[config.mk]
export PLATFORM = sky130hd
export DESIGN_NAME = xmpl_flt_arb
export DESIGN_NICKNAME = d
export VERILOG_FILES = /design/src/rtl/xmpl_flt_arb.sv
export SDC_FILE = /design/constraint.sdc
export NUM_CORES = 1
export LEC_CHECK = 0
export ABC_AREA = 1
export CORE_MARGIN = 2
export CORE_UTILIZATION = 36
export DETAILED_ROUTE_END_ITERATION = 12
export PLACE_DENSITY = 0.77
export RECOVER_POWER = 25
export SKIP_CTS_REPAIR_TIMING = 1
export SYNTH_ARGS = -nofsm -noshare
export SYNTH_HDL_FRONTEND = slang
export SYNTH_SLANG_ARGS = --single-unit
export TNS_END_PERCENT = 10
[constraint.sdc]
create_clock -name clk_i -period 2.3 [get_ports clk_i]
set_input_delay 0.69 -clock clk_i [delete_from_list [all_inputs] [get_ports clk_i]]
set_output_delay 0.69 -clock clk_i [all_outputs]
set_load 0.05 [all_outputs]
[src/rtl/xmpl_flt_arb.sv]
// xmpl_flt_arb: round-robin scheduler sharing one xmpl_flt filter between
// NUM_REQ requesters. One operation is in flight at a time; the result comes
// back tagged with the owning requester's index.
// Optional watchdog: define XMPL_FLT_ARB_WATCHDOG_EN to abort WAIT after
// TIMEOUT_CYC status-less cycles (response flagged with rsp_err_o = 1).
module xmpl_flt_arb #(
    parameter int NUM_REQ     = 4,
    parameter int ID_W        = 2,
    parameter int TIMEOUT_CYC = 15
) (
    input  logic                 clk_i,
    input  logic                 reset_n_i,
    input  logic [NUM_REQ-1:0]   req_valid_i,
    output logic [NUM_REQ-1:0]   req_ready_o,
    input  logic [NUM_REQ*7-1:0] req_a7_i,
    input  logic [NUM_REQ*8-1:0] req_b8_i,
    output logic                 rsp_valid_o,
    input  logic                 rsp_ready_i,
    output logic [ID_W-1:0]      rsp_id_o,
    output logic [22:0]          rsp_c23_o,
    output logic                 rsp_err_o,
    output logic                 en_flt_o,
    output logic [6:0]           flt_a7_o,
    output logic [7:0]           flt_b8_o,
    input  logic [22:0]          flt_c23_i,
    input  logic                 flt_status_i,
    output logic                 busy_o
);

    typedef enum logic [1:0] {S_IDLE, S_ISSUE, S_WAIT, S_RESP} state_t;

    state_t          state, state_nxt;
    logic [ID_W-1:0] last_grant, grant_id, cap_id;
    logic            grant_vld, accept, timeout;
    logic [6:0]      sel_a, cap_a;
    logic [7:0]      sel_b, cap_b;
    logic [22:0]     rsp_c23;
    logic            rsp_err;

    // Out-of-range configurations elaborate an empty, clearly named block.
    if (TIMEOUT_CYC < 1 || TIMEOUT_CYC > 255 || NUM_REQ < 2 || NUM_REQ > 8) begin : g_bad_cfg
    end

    // Requester index `off` positions after `base`, wrapping at NUM_REQ.
    function automatic logic [ID_W-1:0] wrap_idx(input logic [ID_W-1:0] base, input int off);
        return ID_W'((int'(base) + off) % NUM_REQ);
    endfunction

    // Round-robin search: scan from farthest to nearest so the nearest
    // requester after last_grant is the one left in grant_id.
    always_comb begin
        // NOTE: every always_comb output gets a default first so no path leaves it unassigned (no latch).
        grant_vld = 1'b0;
        grant_id  = '0;
        for (int i = NUM_REQ; i >= 1; i--) begin
            if (req_valid_i[wrap_idx(last_grant, i)]) begin
                grant_vld = 1'b1;
                grant_id  = wrap_idx(last_grant, i);
            end
        end
    end

    // Operand mux for the winning requester (constant slice bases only).
    always_comb begin
        sel_a = '0;
        sel_b = '0;
        for (int k = 0; k < NUM_REQ; k++) begin
            if (grant_id == ID_W'(k)) begin
                sel_a = req_a7_i[7*k +: 7];
                sel_b = req_b8_i[8*k +: 8];
            end
        end
    end

    assign accept = (state == S_IDLE) && grant_vld;

    // One-hot ready to the winner; forced low while reset is asserted.
    always_comb begin
        req_ready_o = '0;
        if (accept && reset_n_i) begin
            req_ready_o[grant_id] = 1'b1;
        end
    end

`ifdef XMPL_FLT_ARB_WATCHDOG_EN
    logic [7:0] wd_cnt;

    // Watchdog counter: cleared in ISSUE, counts status-less WAIT cycles.
    always_ff @(posedge clk_i or negedge reset_n_i) begin
        if (!reset_n_i) begin
            wd_cnt <= '0;
        end else if (state == S_ISSUE) begin
            wd_cnt <= '0;
        end else if (state == S_WAIT && !flt_status_i && !timeout) begin
            wd_cnt <= wd_cnt + 8'd1;
        end
    end

    // Abort at the end of WAIT cycle number TIMEOUT_CYC; status has priority.
    assign timeout = (state == S_WAIT) && !flt_status_i && (wd_cnt == 8'(TIMEOUT_CYC - 1));
`else
    assign timeout = 1'b0;
`endif

    // FSM state register.
    always_ff @(posedge clk_i or negedge reset_n_i) begin
        // NOTE: sequential state uses non-blocking assignments so all registers update together at the edge.
        if (!reset_n_i) begin
            state <= S_IDLE;
        end else begin
            state <= state_nxt;
        end
    end

    // FSM next-state logic.
    always_comb begin
        state_nxt = state;
        case (state)
            S_IDLE:  if (accept) state_nxt = S_ISSUE;
            S_ISSUE: state_nxt = S_WAIT;
            S_WAIT:  if (flt_status_i || timeout) state_nxt = S_RESP;
            S_RESP:  if (rsp_ready_i) state_nxt = S_IDLE;
            default: state_nxt = S_IDLE;
        endcase
    end

    // Datapath: operand capture, result capture, round-robin pointer.
    always_ff @(posedge clk_i or negedge reset_n_i) begin
        // NOTE: these data registers are reset because they drive outputs that must read 0 after reset.
        if (!reset_n_i) begin
            cap_a      <= '0;
            cap_b      <= '0;
            cap_id     <= '0;
            last_grant <= ID_W'(NUM_REQ - 1);
            rsp_c23    <= '0;
            rsp_err    <= 1'b0;
        end else begin
            if (accept) begin
                cap_a  <= sel_a;
                cap_b  <= sel_b;
                cap_id <= grant_id;
            end
            if (state == S_WAIT) begin
                if (flt_status_i) begin
                    rsp_c23 <= flt_c23_i;
                    rsp_err <= 1'b0;
                end else if (timeout) begin
                    rsp_c23 <= '0;
                    rsp_err <= 1'b1;
                end
            end
            if (state == S_RESP && rsp_ready_i) begin
                last_grant <= cap_id;
            end
        end
    end

    assign en_flt_o    = (state == S_ISSUE);
    assign busy_o      = (state != S_IDLE);
    assign rsp_valid_o = (state == S_RESP);
    assign rsp_id_o    = cap_id;
    assign rsp_c23_o   = rsp_c23;
    assign rsp_err_o   = rsp_err;
    assign flt_a7_o    = cap_a;
    assign flt_b8_o    = cap_b;

endmodule
==> flow_summary.ini <==
[run_status]
outcome = complete, but fails checks
violations = setup timing

[floorplan]
die_w_um = 88.49
die_h_um = 88.49
start_util_pct = 37.41
ios = 139
core_area_sq_mm = 0.006869
fp.dieArea_sq_mm = 0.007830
num_rows = 30

[setup_path]
worstPathCellList = inv_8 -> nand2_4 -> nand2_2 -> and2_4 -> nor2_4 -> nand3_4 -> nand2_8 -> inv_6 -> nor3_4 -> buf_12
crit_path_max_incr_delay_ns = 0.73
critPathCaptureType = primary output
worstPathArrival_ns = 2.15
worst-setup-path-type = reg2out
critPathTopFamily = simple AND/OR/NAND/NOR gates
worstPathRequired_ns = 1.61
critPathMaxFanout = 8
critical_path.slowest_cell = dfstp_4
worstSetupStartpointType = flop
crit_buf_inv = 3

[sta]
rsz0062_at_grt = true
hold_ws_ns = 0.4862
setup_ws_ns = -0.5369
relSlewSlack_pct = 26.96
fmax_ghz = 0.3525
finClkSkew_ns = 0.003789
finalCritPeriodShare_pct = 123.3
setup_tns_ns = -2.290
hold_violations = 0
setup_viol = 17
min_period_ns = 2.837
worstMarginPinSlew_ns = 1.096
slew_violations = 0

[pwr]
p_per_area_mw_per_mm2 = 1824
ir_worst_vdd_uv = 1118
pwr-share-seq_pct = 17.9
clockPowerShare_pct = 5.8
switching_share_pct = 53.51
p_comb_share_pct = 76.3
switching_power_mw = 4.323
p_leak_nw = 1.980
fin_total_pwr_mw = 8.079
p_int_mw = 3.756

[clock_tree]
cts_tree = yes
cts_sinks = 44
cts.clk_slew.worst_paths_ns = 0.08
numCtsBuffers = 5
insertion_delay_ns = 0.29
cts_root_buf = clkbuf_8
clockBufferDepth = 2
htree_levels = 2

[synthesis]
synth_area_leaders = dfrtp_1 (41%), nand2_1 (11%), mux2_2 (10%)
synthMostInstantiatedCell = nand2_1
synth_top_cells_by_count = nand2_1 (72), nand3_1 (45), dfrtp_1 (42), nor2_1 (24), mux2_2 (23)
synth_cells = 297
ys_seq_area_share_pct = 42.94
synth_top_area_share_pct = 40.90
ys_ff_latch = 44
synthesis.area_sq_mm = 0.002570
synth.net_count = 393
yosysWarnings = 0
avgSynthCellArea_sq_um = 8.653
synth_top_area_cell = dfrtp_1
synthArstFlopShare_pct = 100.0
ys.flop_type = dfrtp_1
synth_edf_count = 0
yosysUniqueCellTypes = 32

[detailed_routing]
wl_per_cell_um = 14.94
vias = 2688
drc = 0
dr.pass1.iters = 4
ant_nets = 0
drtIter0Drc = 84
routed_wl_um = 8126
routed_via_density = 4.941

[grt]
track_usage_pct = 20.15
grt_pass1_wl_um = 12210
grt_max_degree = 45
overflow = 0
antenna_found_initial = 0
grt_pass1_vias = 2624

[placement]
place_area_sq_mm = 0.004217
dpl.cell_count = 534
place_ws_ns = -0.7091
io_buffers = 137
gp_congestion = 0.9080
hpwl_um = 6162

[layout]
fin_util_pct = 64.46
instances_no_fill = 544
design_area_sq_mm = 0.004428
area_delta_synth_final_pct = 72.30
nNetsFinal = 544
drive_above_1_share_pct = 25.89
diodes = 0

[worst_hold_path]
hold_path.class = reg2reg

[run]
maxCapViolations = 0
## worst min-delay path: cells and delay by family (launching register included)
family / cells / cell delay [ns]
flops: 1 / 0.35
simple gates: 2 / 0.11
## path summary, 6_finish.rpt
kind | start | end | slack, ns | depth (start not counted)
max | last_grant[0]$_DFFE_PN1P_ | req_ready_o[1] | -0.54 | 10
min | flt_b8_o[2]$_DFFE_PN0P_ | flt_b8_o[2]$_DFFE_PN0P_ | 0.49 | 2
max reg2reg | last_grant[0]$_DFFE_PN1P_ | flt_b8_o[1]$_DFFE_PN0P_ | -0.05 | 15
min reg2reg | flt_b8_o[2]$_DFFE_PN0P_ | flt_b8_o[2]$_DFFE_PN0P_ | 0.49 | 2
max in group asynchronous | reset_n_i | flt_a7_o[6]$_DFFE_PN0P_ | 0.78 | 2
min in group asynchronous | reset_n_i | flt_a7_o[5]$_DFFE_PN0P_ | 0.86 | 2
## power groups by stage
| stage | Combinational [mW] | Clock, mW | Sequential, mW |
|---|---|---|---|
| 6_report | 6.16 | 0.466 | 1.45 |
| 3_3_place_gp | 5.73 | 0 | 1.43 |
| 5_1_grt | 6.62 | 0.510 | 1.50 |
| 2_1_floorplan | 2.99 | 0 | 2.61 |
| 3_5_place_dp | 5.84 | 0 | 1.44 |
| 4_1_cts | 5.86 | 0.483 | 1.43 |
## registers in the layout, summed over array words and instances, names as in the netlist
register and count:
rsp_c23_o 23, flt_b8_o 8, flt_a7_o 7, last_grant 2, rsp_id_o 2, state 2
## layout make-up
type,count,area [sq um]
inverters,16,72.57
repair buffers,159,1618
clock buffers,5,68.82
fillers,574,2441
multi-input cells,222,1429
flip-flops and latches,44,1107
well taps,96,120.1
clock inverters,2,12.51
## layout by cell type (no fill, tap or decap), drive strengths merged, types with 5 or more instances in the layout
cell / instances
clkbuf: 7
nand3: 48
clkdlybuf4s50: 124
ha: 5
inv: 16
nand2: 86
nor3: 5
buf: 29
nand4: 16
mux2: 23
nor2: 28
dfrtp: 42
## per-layer routing
metal	wire (um)	part of all wire, %	track usage, %
met4	82	1.0	3.857
met5	0	0	0
met3	727	8.9	6.063
met1	3326	41	23.80
met2	3989	49	36.43
## cell families (layout without fill, tap and decap cells)
kind of cell | count (synthesis) | count (layout) | share of synthesized area, %
mux | 23 | 23 | 10.08
simple gates | 184 | 184 | 35.30
other cells | 1 | 1 | 0.1459
flops | 44 | 44 | 42.94
fa+ha+maj | 5 | 5 | 2.434
buf+inv | 31 | 182 | 6.962
compound gates | 9 | 9 | 2.142
(Power assumes the default switching activity.)
